**config.mk**
```make
export PLATFORM = sky130hd
export DESIGN_NAME = turn_sequencer
export DESIGN_NICKNAME = d
export VERILOG_FILES = /design/src/rtl/turn_sequencer.sv
export SDC_FILE = /design/constraint.sdc
export NUM_CORES = 1
export LEC_CHECK = 0
export CORE_MARGIN = 2
export CORE_UTILIZATION = 55
export DETAILED_ROUTE_END_ITERATION = 10
export GPL_TIMING_DRIVEN = 0
export HOLD_SLACK_MARGIN = 0.05
export PLACE_DENSITY_LB_ADDON = 0.3
export SYNTH_ARGS = -nofsm -noshare
export SYNTH_HDL_FRONTEND = slang
export SYNTH_SLANG_ARGS = --single-unit
```
**constraint.sdc**
```tcl
create_clock -name clock -period 4.6 [get_ports clock]
set_input_delay 0.46 -clock clock [delete_from_list [all_inputs] [get_ports clock]]
set_output_delay 0.46 -clock clock [all_outputs]
set_load 0.01 [all_outputs]
```
**src/rtl/turn_sequencer.sv**
```systemverilog
// -----------------------------------------------------------------------------
// turn_sequencer
//
// Game-flow controller for the 16x16 five-in-a-row board. It turns the raw,
// bouncy "put" push-button into exactly one validated board write per press.
// After each write it waits for the win checker to settle and samples its
// verdict. It then alternates turns or ends the game on a win or a draw.
// All board updates happen on the system clock.
//
// Ports
//   clock       in   1  system clock, rising edge
//   resetn      in   1  asynchronous active-low reset
//   put         in   1  raw asynchronous put button (1 = pressed)
//   coordi      in   8  cursor position, [7:4] row, [3:0] column
//   cell_state  in   2  contents of cell at cell_addr: 00 empty, 01 p0, 10 p1
//   check_ans   in   2  win checker: 00 none, 01 p0 wins, 10 p1 wins,
//                       11 the player who just moved wins
//   cell_addr   out  8  latched move coordinate (read mux and write address)
//   wr_en       out  1  one-cycle board write strobe
//   wr_color    out  2  colour to write, equals turn while wr_en is high
//   turn        out  2  player to move: 01 p0, 10 p1
//   illegal     out  1  one-cycle pulse when a move targets an occupied cell
//   winner      out  2  winning player, sticky until reset
//   draw        out  1  board full with no winner, sticky until reset
//   game_over   out  1  winner != 00 or draw
//   move_count  out  9  accepted moves, 0..BOARD_CELLS
// -----------------------------------------------------------------------------
module turn_sequencer #(
   parameter int DEBOUNCE_CYCLES = 50000,
   parameter int CHECK_WAIT      = 2,
   parameter int BOARD_CELLS     = 256
) (
   input  logic       clock,
   input  logic       resetn,
   input  logic       put,
   input  logic [7:0] coordi,
   input  logic [1:0] cell_state,
   input  logic [1:0] check_ans,
   output logic [7:0] cell_addr,
   output logic       wr_en,
   output logic [1:0] wr_color,
   output logic [1:0] turn,
   output logic       illegal,
   output logic [1:0] winner,
   output logic       draw,
   output logic       game_over,
   output logic [8:0] move_count
);

   localparam int DB_W = $clog2(DEBOUNCE_CYCLES + 1);
   localparam int CW_W = $clog2(CHECK_WAIT + 1);
   localparam logic [DB_W-1:0] DB_LAST    = DB_W'(DEBOUNCE_CYCLES - 1);
   localparam logic [CW_W-1:0] CW_LAST    = CW_W'(CHECK_WAIT - 1);
   localparam logic [8:0]      LAST_MOVE  = 9'(BOARD_CELLS - 1);

   typedef enum logic [2:0] {
      S_IDLE,
      S_LATCH,
      S_READ,
      S_WRITE,
      S_CHECK,
      S_TURN,
      S_OVER
   } state_t;

   state_t            state;
   logic              put_meta;
   logic              put_sync;
   logic              put_filt;
   logic              put_filt_q;
   logic [DB_W-1:0]   db_cnt;
   logic [CW_W-1:0]   check_cnt;
   logic              put_evt;

   // ---------------------------------------------------------------------------
   // Input conditioning: 2-FF synchroniser, then a filter that only follows the
   // synchronised level once it has disagreed for DEBOUNCE_CYCLES cycles in a row.
   // Any agreeing sample restarts the count, so short glitches never get through.
   // ---------------------------------------------------------------------------
   // NOTE: clocked state uses non-blocking (<=) so every flop samples the
   // pre-edge values; blocking here would collapse the synchroniser chain.
   always_ff @(posedge clock or negedge resetn) begin
      if (!resetn) begin
         put_meta   <= 1'b0;
         put_sync   <= 1'b0;
         put_filt   <= 1'b0;
         put_filt_q <= 1'b0;
         db_cnt     <= '0;
      end else begin
         put_meta   <= put;
         put_sync   <= put_meta;
         put_filt_q <= put_filt;
         if (put_sync == put_filt) begin
            db_cnt <= '0;
         end else if (db_cnt == DB_LAST) begin
            put_filt <= put_sync;
            db_cnt   <= '0;
         end else begin
            db_cnt <= db_cnt + 1'b1;
         end
      end
   end

   // One-cycle pulse on each filtered press; holding the button gives one event.
   assign put_evt = put_filt & ~put_filt_q;

   // ---------------------------------------------------------------------------
   // Move sequencer. Events arriving outside S_IDLE are simply not looked at,
   // which drops them rather than queueing them.
   // ---------------------------------------------------------------------------
   always_ff @(posedge clock or negedge resetn) begin
      if (!resetn) begin
         state      <= S_IDLE;
         turn       <= 2'b01;
         cell_addr  <= 8'h00;
         wr_en      <= 1'b0;
         wr_color   <= 2'b00;
         illegal    <= 1'b0;
         winner     <= 2'b00;
         draw       <= 1'b0;
         game_over  <= 1'b0;
         move_count <= 9'd0;
         check_cnt  <= '0;
      end else begin
         // NOTE: strobes default low every cycle and are raised only by the
         // state that owns them, so each is exactly one cycle wide.
         wr_en   <= 1'b0;
         illegal <= 1'b0;

         case (state)
            S_IDLE: begin
               if (put_evt) state <= S_LATCH;
            end

            S_LATCH: begin
               cell_addr <= coordi;
               state     <= S_READ;
            end

            // cell_state has had one full cycle to follow the new cell_addr.
            S_READ: begin
               if (cell_state != 2'b00) begin
                  illegal <= 1'b1;
                  state   <= S_IDLE;
               end else begin
                  wr_en    <= 1'b1;
                  wr_color <= turn;
                  state    <= S_WRITE;
               end
            end

            S_WRITE: begin
               wr_color  <= 2'b00;
               check_cnt <= '0;
               state     <= S_CHECK;
            end

            // Give the win checker CHECK_WAIT cycles to see the new stone.
            S_CHECK: begin
               if (check_cnt == CW_LAST) begin
                  move_count <= move_count + 9'd1;
                  if (check_ans == 2'b11) begin
                     winner    <= turn;
                     game_over <= 1'b1;
                     state     <= S_OVER;
                  end else if (check_ans != 2'b00) begin
                     winner    <= check_ans;
                     game_over <= 1'b1;
                     state     <= S_OVER;
                  end else if (move_count == LAST_MOVE) begin
                     draw      <= 1'b1;
                     game_over <= 1'b1;
                     state     <= S_OVER;
                  end else begin
                     state <= S_TURN;
                  end
               end else begin
                  check_cnt <= check_cnt + 1'b1;
               end
            end

            S_TURN: begin
               turn  <= ~turn;
               state <= S_IDLE;
            end

            // Absorbing: turn keeps the last mover's colour until reset.
            S_OVER: begin
               state <= S_OVER;
            end

            default: begin
               state <= S_IDLE;
            end
         endcase
      end
   end

endmodule

```
# After elaboration in Yosys (flattened, before gate mapping)
# Cells that the tools add are included.
[totals] input_bits=15 ff_bits=52 elab_cells=77
[classes] reduce_logical=15 eq_ne=15 muxes=22 bitwise=6 addsub=3
[ops] cell="2-to-1 mux 16 bit" count=2
[ops] cell="one-hot mux 3 bit (6 select lines)" count=1
[ops] cell="adder 16 x 1 -> 16 bit (second input constant)" count=1
[ops] cell="== test 16 bit (second input constant)" count=1
[ops] cell="2-to-1 mux 2 bit" count=8
[ops] cell="AND reduction 2 bit" count=5
[ops] cell="nonzero test 2 bit" count=5
[ops] cell="adder 9 x 1 -> 9 bit (second input constant)" count=1
[ops] cell="== test 3 bit (second input constant)" count=3
[ops] cell="== test 9 x 8 -> 1 bit (second input constant)" count=1
[ops] cell="!= test 2 bit (second input constant)" count=4
[ops] cell="one-hot mux 2 bit (2 select lines)" count=2
[ops] cell="2-to-1 mux 1 bit" count=7
[ops] cell="== test 3 x 2 -> 1 bit (second input constant)" count=2
[ops] cell="2-to-1 mux 3 bit" count=2
[ops] cell="AND reduction 3 bit" count=2
[ops] cell="AND reduction 5 bit" count=1
[ops] cell="inverter 1 bit" count=4
[ops] cell="== test 3 x 1 -> 1 bit (second input constant)" count=1
[ops] cell="zero test 3 bit" count=1
[ops] cell="nonzero test 3 bit" count=1
[ops] cell="adder 2 x 1 -> 2 bit (second input constant)" count=1
[ops] cell="== test 2 x 1 -> 1 bit (second input constant)" count=1
[ops] cell="== test 2 bit (second input constant)" count=1
[ops] cell="3 further kinds" count=3

# Depth between registers and ports, before layout
# Gate-level depths: netlist (run 1).
[logic_depth] word_depth=6 ltp_mapped=7

# Worst setup path after synthesis (run 1)
# OpenSTA, ideal clock, no wires.
[synth_timing] path_type="reg2reg" start="register move_count[0]" end="register state[1]" setup_time_ns=0.119 t_arrival_ns=1.577 setup_slack_ns=2.904 n_path_buf=0 required_ns=4.481 path_stages_with_launch=8 path_cell_list="dfrtp_1 > ha_1 > and4_1 > ha_1 > nor3_1 > nand2b_1 > a21oi_1 > o21ba_2"
[synth_between] elab_chain_len=6
[synth_lines] item="start, declared" line_no="47" rtl="output logic [8:0] move_count"
[synth_lines] item="start signal, assigned" line_no="161" rtl="move_count <= move_count + 9'd1;"
[synth_lines] item="== test 9 x 8 -> 1 bit" line_no="170" rtl="end else if (move_count == LAST_MOVE) begin"
[synth_lines] item="2-to-1 mux 2 bit" line_no="170"
[synth_lines] item="2-to-1 mux 2 bit" line_no="166" rtl="end else if (check_ans != 2'b00) begin"
[synth_lines] item="2-to-1 mux 2 bit" line_no="162" rtl="if (check_ans == 2'b11) begin"
[synth_lines] item="2-to-1 mux 3 bit" line_no="160" rtl="if (check_cnt == CW_LAST) begin"
[synth_lines] item="one-hot mux 3 bit (6 select lines)" line_no="130" rtl="case (state)"
[synth_lines] item="end signal, assigned" line_no="132" rtl="if (put_evt) state <= S_LATCH;"
[synth_lines] item="end signal, assigned" line_no="165" rtl="state <= S_OVER;"
[synth_lines] item="end signal, assigned" line_no="169" rtl="state <= S_OVER;"
[synth_lines] item="end, declared" line_no="66" rtl="state_t state;"
# Every way passes these cells. The select of a mux whose other input is x is not followed.
# A chain may end at the register's enable or synchronous reset.

# Final worst setup path (run 1)
# Ends and elaborated chain as after synthesis.

==> impl_results.md, run 1 <==
* Run status: complete, no violations
* Seq/Total Area, Yosys at 56.89%
* Ranking of synthesized cells by area: dfrtp_1 56%, xnor2_1 6.9%, mux2_2 4.4%
* Setup bufs post-CTS at 0
* Cell internal pwr at 0.9010 mW
* Crit-path cells: ha_1 > and4_1 > ha_1 > nor3_1 > nand2b_1 > a21oi_1 > o21ba_2
* Layout fillers at 295
* Initial core utilization at 57.24%
* Slowest CP cell: dfrtp_1
* Tcrit/Tclk final at 41.75%
* Area grow syn2layout at 25.14%
* Die Y at 68.52 um
* Leading area contributor after synthesis: dfrtp_1
* ANT cells at 0
* RR Endpoint: state[1]$_DFFE_PN0P_
* Critical Path AT at 2120 ps
* Switching part of the total power at 30.64%
* DRT Pass-1 Iters at 4
* Worst path max stage delay at 430 ps
* Crit path launch type: register
* Clock Latency Late Sink at 300 ps
* Total Die Area at 4695 sq um
* Initial antenna violation count at 0
* Final Slew Violations at 0
* CTS clk-pin slew, worst paths at 90 ps
* Cells after synthesis at 207
* H-tree depth at 2
* Worst Max-Slew Pin Slew at 442.5 ps
* Worst reg-to-reg path cell count at 7
* Routed Antenna Nets at 0
* Worst hold margin at 76.21 ps
* Maxcap violations at 0
* Fmax at 520.7 MHz
* Pwr Density at 453.4 nW/um^2
* Pleak at 1.225 nW
* Number of synthesized register bits at 52
* CTS buffer count at 5
* R2r setup slk at 2680 ps
* Combinational share of power at 33.7%
* Crit. End Element: register
* First-pass GRT wire length at 7127 um
* Cell variety after synth at 37
* DRC at 0
* Root buf cell: clkbuf_8
* Final Core Density at 71.63%
* Warnings from Yosys at 0
* Seq pwr share at 46.9%
* Port bufs at 41
* Cts repair resizes at 0
* Setup CP Type: register to register
* Maximum vdd drop at 302.0 uV
* Yosys top cell area share at 55.74%
* Clk network pwr share at 19.5%
* Vias at 1668
* Die width at 68.52 um
* Cts hold-fix bufs at 0
* Rows at 23
* Detail Placement HPWL at 3050 um
* Critical Path RT at 4800 ps
* Syn_nets at 226
* Top Family by Delay on Critical Path: simple AND/OR/NAND/NOR gates
* Slew margin rel. at 70.47%
* Final setup violation count at 0
* Max Root-Sink Buffers at 2
* Final hold viol count at 0
* Pin count of the biggest net entering global routing at 36
* GRT Util Overall at 20.35%
* Setup Skew at 6.326 ps
* DRT Wirelength at 4163 um
* Area of the core at 4000 sq um
* Vias in the first global route at 1578
* Setup TNS at 0 ps
* Layout Nets at 275
* Vias/cell at 5.433
* Pwr Total at 1.299 mW
* Crit path max fanout at 4
* HP Class: input port to asynchronous set/reset pin
* CTS tree: done
* Syn_area_per_cell at 11.06 sq um
* Initial drt markers at 75
* Crit path time final at 1920 ps
* Placed cell count at 299
* CP bufs+invs at 0
* Share of layout cells above drive strength 1 at 10.89%
* GRT overflow at 0
* Cell Area, Synth at 2290 sq um
* Cell repeated most along the worst path: ha_1
* IO Count at 42
* Sw power at 0.3981 mW
* R2r startpoint: move_count[0]$_DFFE_PN0P_
* DR WL/cell at 13.56 um
* Gpl congestion at 0.7636
* Final Non-Filler Cells at 307
* CTS Sinks at 52
* RSZ-0062 raised after global routing: false
## Yosys cell counts
library cell  number
dfrtp_1           51
nor2_1            25
xnor2_1           18
nand2_1           14
mux2_2             9
nor3_1             9
o21ai_0            9
nand3_1            8
inv_1              7
nand4_1            6
xor2_1             6
nand2b_1           5
ha_1               4
nor4_1             4
a21oi_1            3
and3_1             3
buf_2              3
a22oi_1            2
and4_1             2
nor4bb_1           2
a211oi_1           1
a221oi_1           1
a2bb2oi_1          1
a31o_2             1
a31oi_1            1
and4bb_1           1
buf_4              1
clkbuf_1           1
dfstp_2            1
nand3_2            1
nor2_2             1
nor2b_1            1
nor4b_1            1
o21ba_2            1
o21bai_1           1
o31a_1             1
or2_0              1
## stage by stage
stage | setup WS (ps) | area (sq um)
floorplan | 2904 | 2290
global placement | 1578 | 2763
detailed placement | 2680 | 2778
CTS | 2658 | 2865
global route | 2547 | 2865
finish | 2680 | 2865
## power by group through the flow
stage               Combinational, mW  Sequential, mW  Clock [mW]
floorplan                       0.208           0.642           0
global placement                0.429           0.614           0
detailed placement              0.440           0.619           0
CTS                             0.442           0.609       0.264
global route                    0.483           0.622       0.283
finish                          0.437           0.609       0.253
## kinds of logic after synthesis
group / share of synthesized area, %
XOR/XNOR: 9.180
flip-flops: 56.89
buffers and inverters: 2.295
AND/OR/NAND/NOR: 18.85
adder cells (fa/ha/maj): 2.186
AO/OA/AOI/OAI: 6.175
multiplexers: 4.426
## worst max path at each step
| stage | depth (start not counted) | from | to | slack [ps] |
|---|---|---|---|---|
| after floorplan | 7 | move_count[0]$_DFFE_PN0P_ | state[1]$_DFFE_PN0P_ | 2900 |
| after global placement | 1 | resetn | cell_addr[7]$_DFFE_PN0N_ | 1580 |
| after detailed placement | 7 | move_count[0]$_DFFE_PN0P_ | state[1]$_DFFE_PN0P_ | 2680 |
| after CTS | 7 | move_count[0]$_DFFE_PN0P_ | state[1]$_DFFE_PN0P_ | 2660 |
| after global routing | 7 | move_count[0]$_DFFE_PN0P_ | state[1]$_DFFE_PN0P_ | 2550 |
| final | 7 | move_count[0]$_DFFE_PN0P_ | state[1]$_DFFE_PN0P_ | 2680 |
## cell type report
type	instances	area, sq um	share of cell area [%]
Clock inverter	3	18.77	0.6550
Timing Repair Buffer	42	425.4	14.85
Inverter	7	26.28	0.9170
Clock buffer	5	68.82	2.402
Sequential cell	52	1303	45.46
Multi-Input combinational cell	143	934.6	32.62
Buffer	5	26.28	0.9170
Tap cell	50	62.56	2.183
## flip-flops by register name, summed over array words and instances, names as in the netlist
register    cells
move_count      9
put_sync        1
game_over       1
winner          2
state           3
db_cnt         16
wr_en           1
put_filt        1
wr_color        2
turn            2
draw            1
illegal         1
cell_addr       8
check_cnt       2
put_meta        1
put_filt_q      1
## cells in the final DEF, fill, tap and decap left out, types with 5 or more instances in the layout
| cell type | Yosys | routed |
|---|---|---|
| clkbuf_8 | 0 | 5 |
| clkdlybuf4s50_1 | 0 | 40 |
| dfrtp_1 | 51 | 51 |
| inv_1 | 7 | 7 |
| mux2_2 | 9 | 9 |
| nand2_1 | 14 | 14 |
| nand2b_1 | 5 | 5 |
| nand3_1 | 8 | 8 |
| nand4_1 | 6 | 6 |
| nor2_1 | 25 | 25 |
| nor3_1 | 9 | 9 |
| o21ai_0 | 9 | 9 |
| xnor2_1 | 18 | 18 |
| xor2_1 | 6 | 6 |
## routing by layer
metal / vias up / share of wire (%) / global-route usage (%)
met5: - / 0 / 0
met4: 0 / 1.7 / 9.000
met2: 39 / 47 / 31.97
met3: 7 / 4.6 / 4.058
met1: 802 / 46 / 27.44
li1: 820 / - / -
Note: power is estimated with default switching activity, not from simulation.
==> run 2, diff against run 1 <==
--- a/config.mk
+++ b/config.mk
@@ -6,7 +6,7 @@
 export NUM_CORES = 1
 export LEC_CHECK = 0
 export CORE_MARGIN = 2
-export CORE_UTILIZATION = 55
+export CORE_UTILIZATION = 51
 export DETAILED_ROUTE_END_ITERATION = 10
 export GPL_TIMING_DRIVEN = 0
 export HOLD_SLACK_MARGIN = 0.05
==> constraint.sdc (replaced) <==
create_clock -name clock -period 1.8 [get_ports clock]
set_input_delay 0.18 -clock clock [delete_from_list [all_inputs] [get_ports clock]]
set_output_delay 0.18 -clock clock [all_outputs]
set_load 0.01 [all_outputs]
==> run 2 against run 1 <==
Non-clock buffer count rose by 6; count of clock-buffer cells in the layout unchanged; worst hold slack better by 220 ps; die area up 7.4%; critical endpoint unchanged; clock skew is 3.9 ps higher; final cell count is 2.6% higher; largest power group unchanged.
==> impl_results.md, run 2 (synthesized netlist as in run 1, its figures left out) <==
* Run status: complete, no violations
* Maxcap violations at 0
* Commonest non-fill, non-tap cell in the layout: dfrtp_1
* CTS Sinks at 52
* Slowest CP cell: dfrtp_1
* DR WL/cell at 14.39 um
* Crit-path cells: ha_4 > and4_1 > ha_2 > nor3_4 > nand2b_4 > a21oi_1 > o21ba_2
* Critical Path RT at 2020 ps
* Final setup violation count at 0
* Fin area at 3010 sq um
* DRT Pass-1 Iters at 4
* IO Count at 42
* RSZ-0062 raised after global routing: true
* Port bufs at 41
* Die width at 71.01 um
* Layout Nets at 281
* Area of the core at 4354 sq um
* Final Slew Violations at 0
* GRT Util Overall at 19.10%
* Vias in the first global route at 1700
* Worst Max-Slew Pin Slew at 433.3 ps
* Initial antenna violation count at 0
* Pwr Density at 1238 nW/um^2
* Setup CP Type: register to register
* Pleak at 1.278 nW
* First-pass GRT wire length at 7617 um
* Clock Latency Late Sink at 310 ps
* Vias at 1732
* Worst Setup Slack, final at 34.16 ps
* Rows at 24
* Pin count of the biggest net entering global routing at 37
* Top Registers: db_cnt x16, move_count x9, cell_addr x8
* Root buf cell: clkbuf_8
* Worst path max stage delay at 450 ps
* DRT Wirelength at 4532 um
* Area grow syn2layout at 31.48%
* HP Class: input port to register
* Critical Path AT at 1980 ps
* Crit path max fanout at 4
* Most flop-heavy register: db_cnt
* Layout fillers at 328
* GRT overflow at 0
* Detail Placement HPWL at 3013 um
* CTS buffer count at 5
* CTS clk-pin slew, worst paths at 100 ps
* Maximum vdd drop at 758.1 uV
* Crit path launch type: register
* Fmax at 566.3 MHz
* Area after DPL at 2780 sq um
* Total Die Area at 5042 sq um
* Routed Antenna Nets at 0
* Pwr Total at 3.725 mW
* Share of layout cells above drive strength 1 at 15.21%
* Die Y at 71.01 um
* Final Non-Filler Cells at 315
* Placed cell count at 301
* Initial drt markers at 91
* Tcrit/Tclk final at 98.10%
* Max Root-Sink Buffers at 2
* Final hold viol count at 0
* H-tree depth at 2
* Gpl congestion at 0.7914
* Vias/cell at 5.498
* Crit. End Element: register
* ANT cells at 0
* Slew margin rel. at 71.12%
* Setup Skew at 10.22 ps
* CTS tree: done
* Most frequent cells in the layout: 50 x dfrtp_1, 40 x clkdlybuf4s50_1, 25 x nor2_1, 18 x xnor2_1, 13 x nand2_1
* Crit path time final at 1766 ps
* Initial core utilization at 52.59%
* Dpl ws at -59.94 ps
* Largest register FFs at 16
* DRC at 0
run 2: changes by cell type in the layout (fill, tap and decap cells not counted), sizes merged:
cell / delta
buf: +5
clkinv: -3
bufinv: +2
dlygate4sd3: +1
inv: +1
run 2: what timing repair did:
action / CTS / global route
resized for setup: 1 / 9
hold buffers: 1 / 0
pin swaps: 0 / 1
endpoints found under the hold margin: 15 / 0
setup buffers: 0 / 5
setup endpoints to repair: 2 / 12
run 2: routing by layer:
metal,vias to the layer above,part of all wire [%],GRT usage [%]
met4,0,1.5,6.918
met5,-,0,0
met2,47,49,30.63
met1,851,44,24.67
met3,6,5.5,5.840
li1,828,-,-
run 2: path summary, 6_finish.rpt:
kind                                           startpoint                   endpoint  slack [ps]  cells after the start
worst max-delay path            move_count[1]$_DFFE_PN0P_       state[1]$_DFFE_PN0P_          30                      7
worst min-delay path                                  put         put_meta$_DFF_PN0_         290                      1
worst max register to register  move_count[1]$_DFFE_PN0P_       state[1]$_DFFE_PN0P_          30                      7
worst min register to register         put_meta$_DFF_PN0_         put_sync$_DFF_PN0_         360                      0
max in group asynchronous                          resetn        db_cnt[0]$_DFF_PN0_         950                      3
min in group asynchronous                          resetn  move_count[5]$_DFFE_PN0P_         310                      2
run 2: worst max-delay path: cells and delay by family, from the launching register on:
family | cells | cell delay [ps]
simple gates | 3 | 560
fa+ha+maj | 2 | 390
flops | 1 | 450
compound gates | 2 | 270
run 2: cell type report:
type                    count  area [sq um]  area share (%)
inverters                   7         26.28          0.8728
well taps                  52         65.06           2.161
clock inverters             3         68.82           2.286
multi-input cells         143         978.4           32.50
clock buffers               5         68.82           2.286
plain buffers               5         26.28          0.8728
repair buffers             48         473.0           15.71
flip-flops and latches     52          1304           43.31
run 2: power by group:
group	switching (mW)	internal (mW)	total [mW]
registers	0.156	1.41	1.56
logic	0.544	0.658	1.20
clock network	0.402	0.559	0.961
run 2: metrics by stage:
step	hold slack [ps]	utilization [%]	setup TNS, ps
2_1_floorplan	-115.6	-	0
3_3_place_gp	333.2	63.51	-48920
3_5_place_dp	128.1	63.85	-59.94
4_1_cts	277.1	67.36	0
5_1_grt	309.9	69.14	-46.70
6_report	292.0	69.14	0
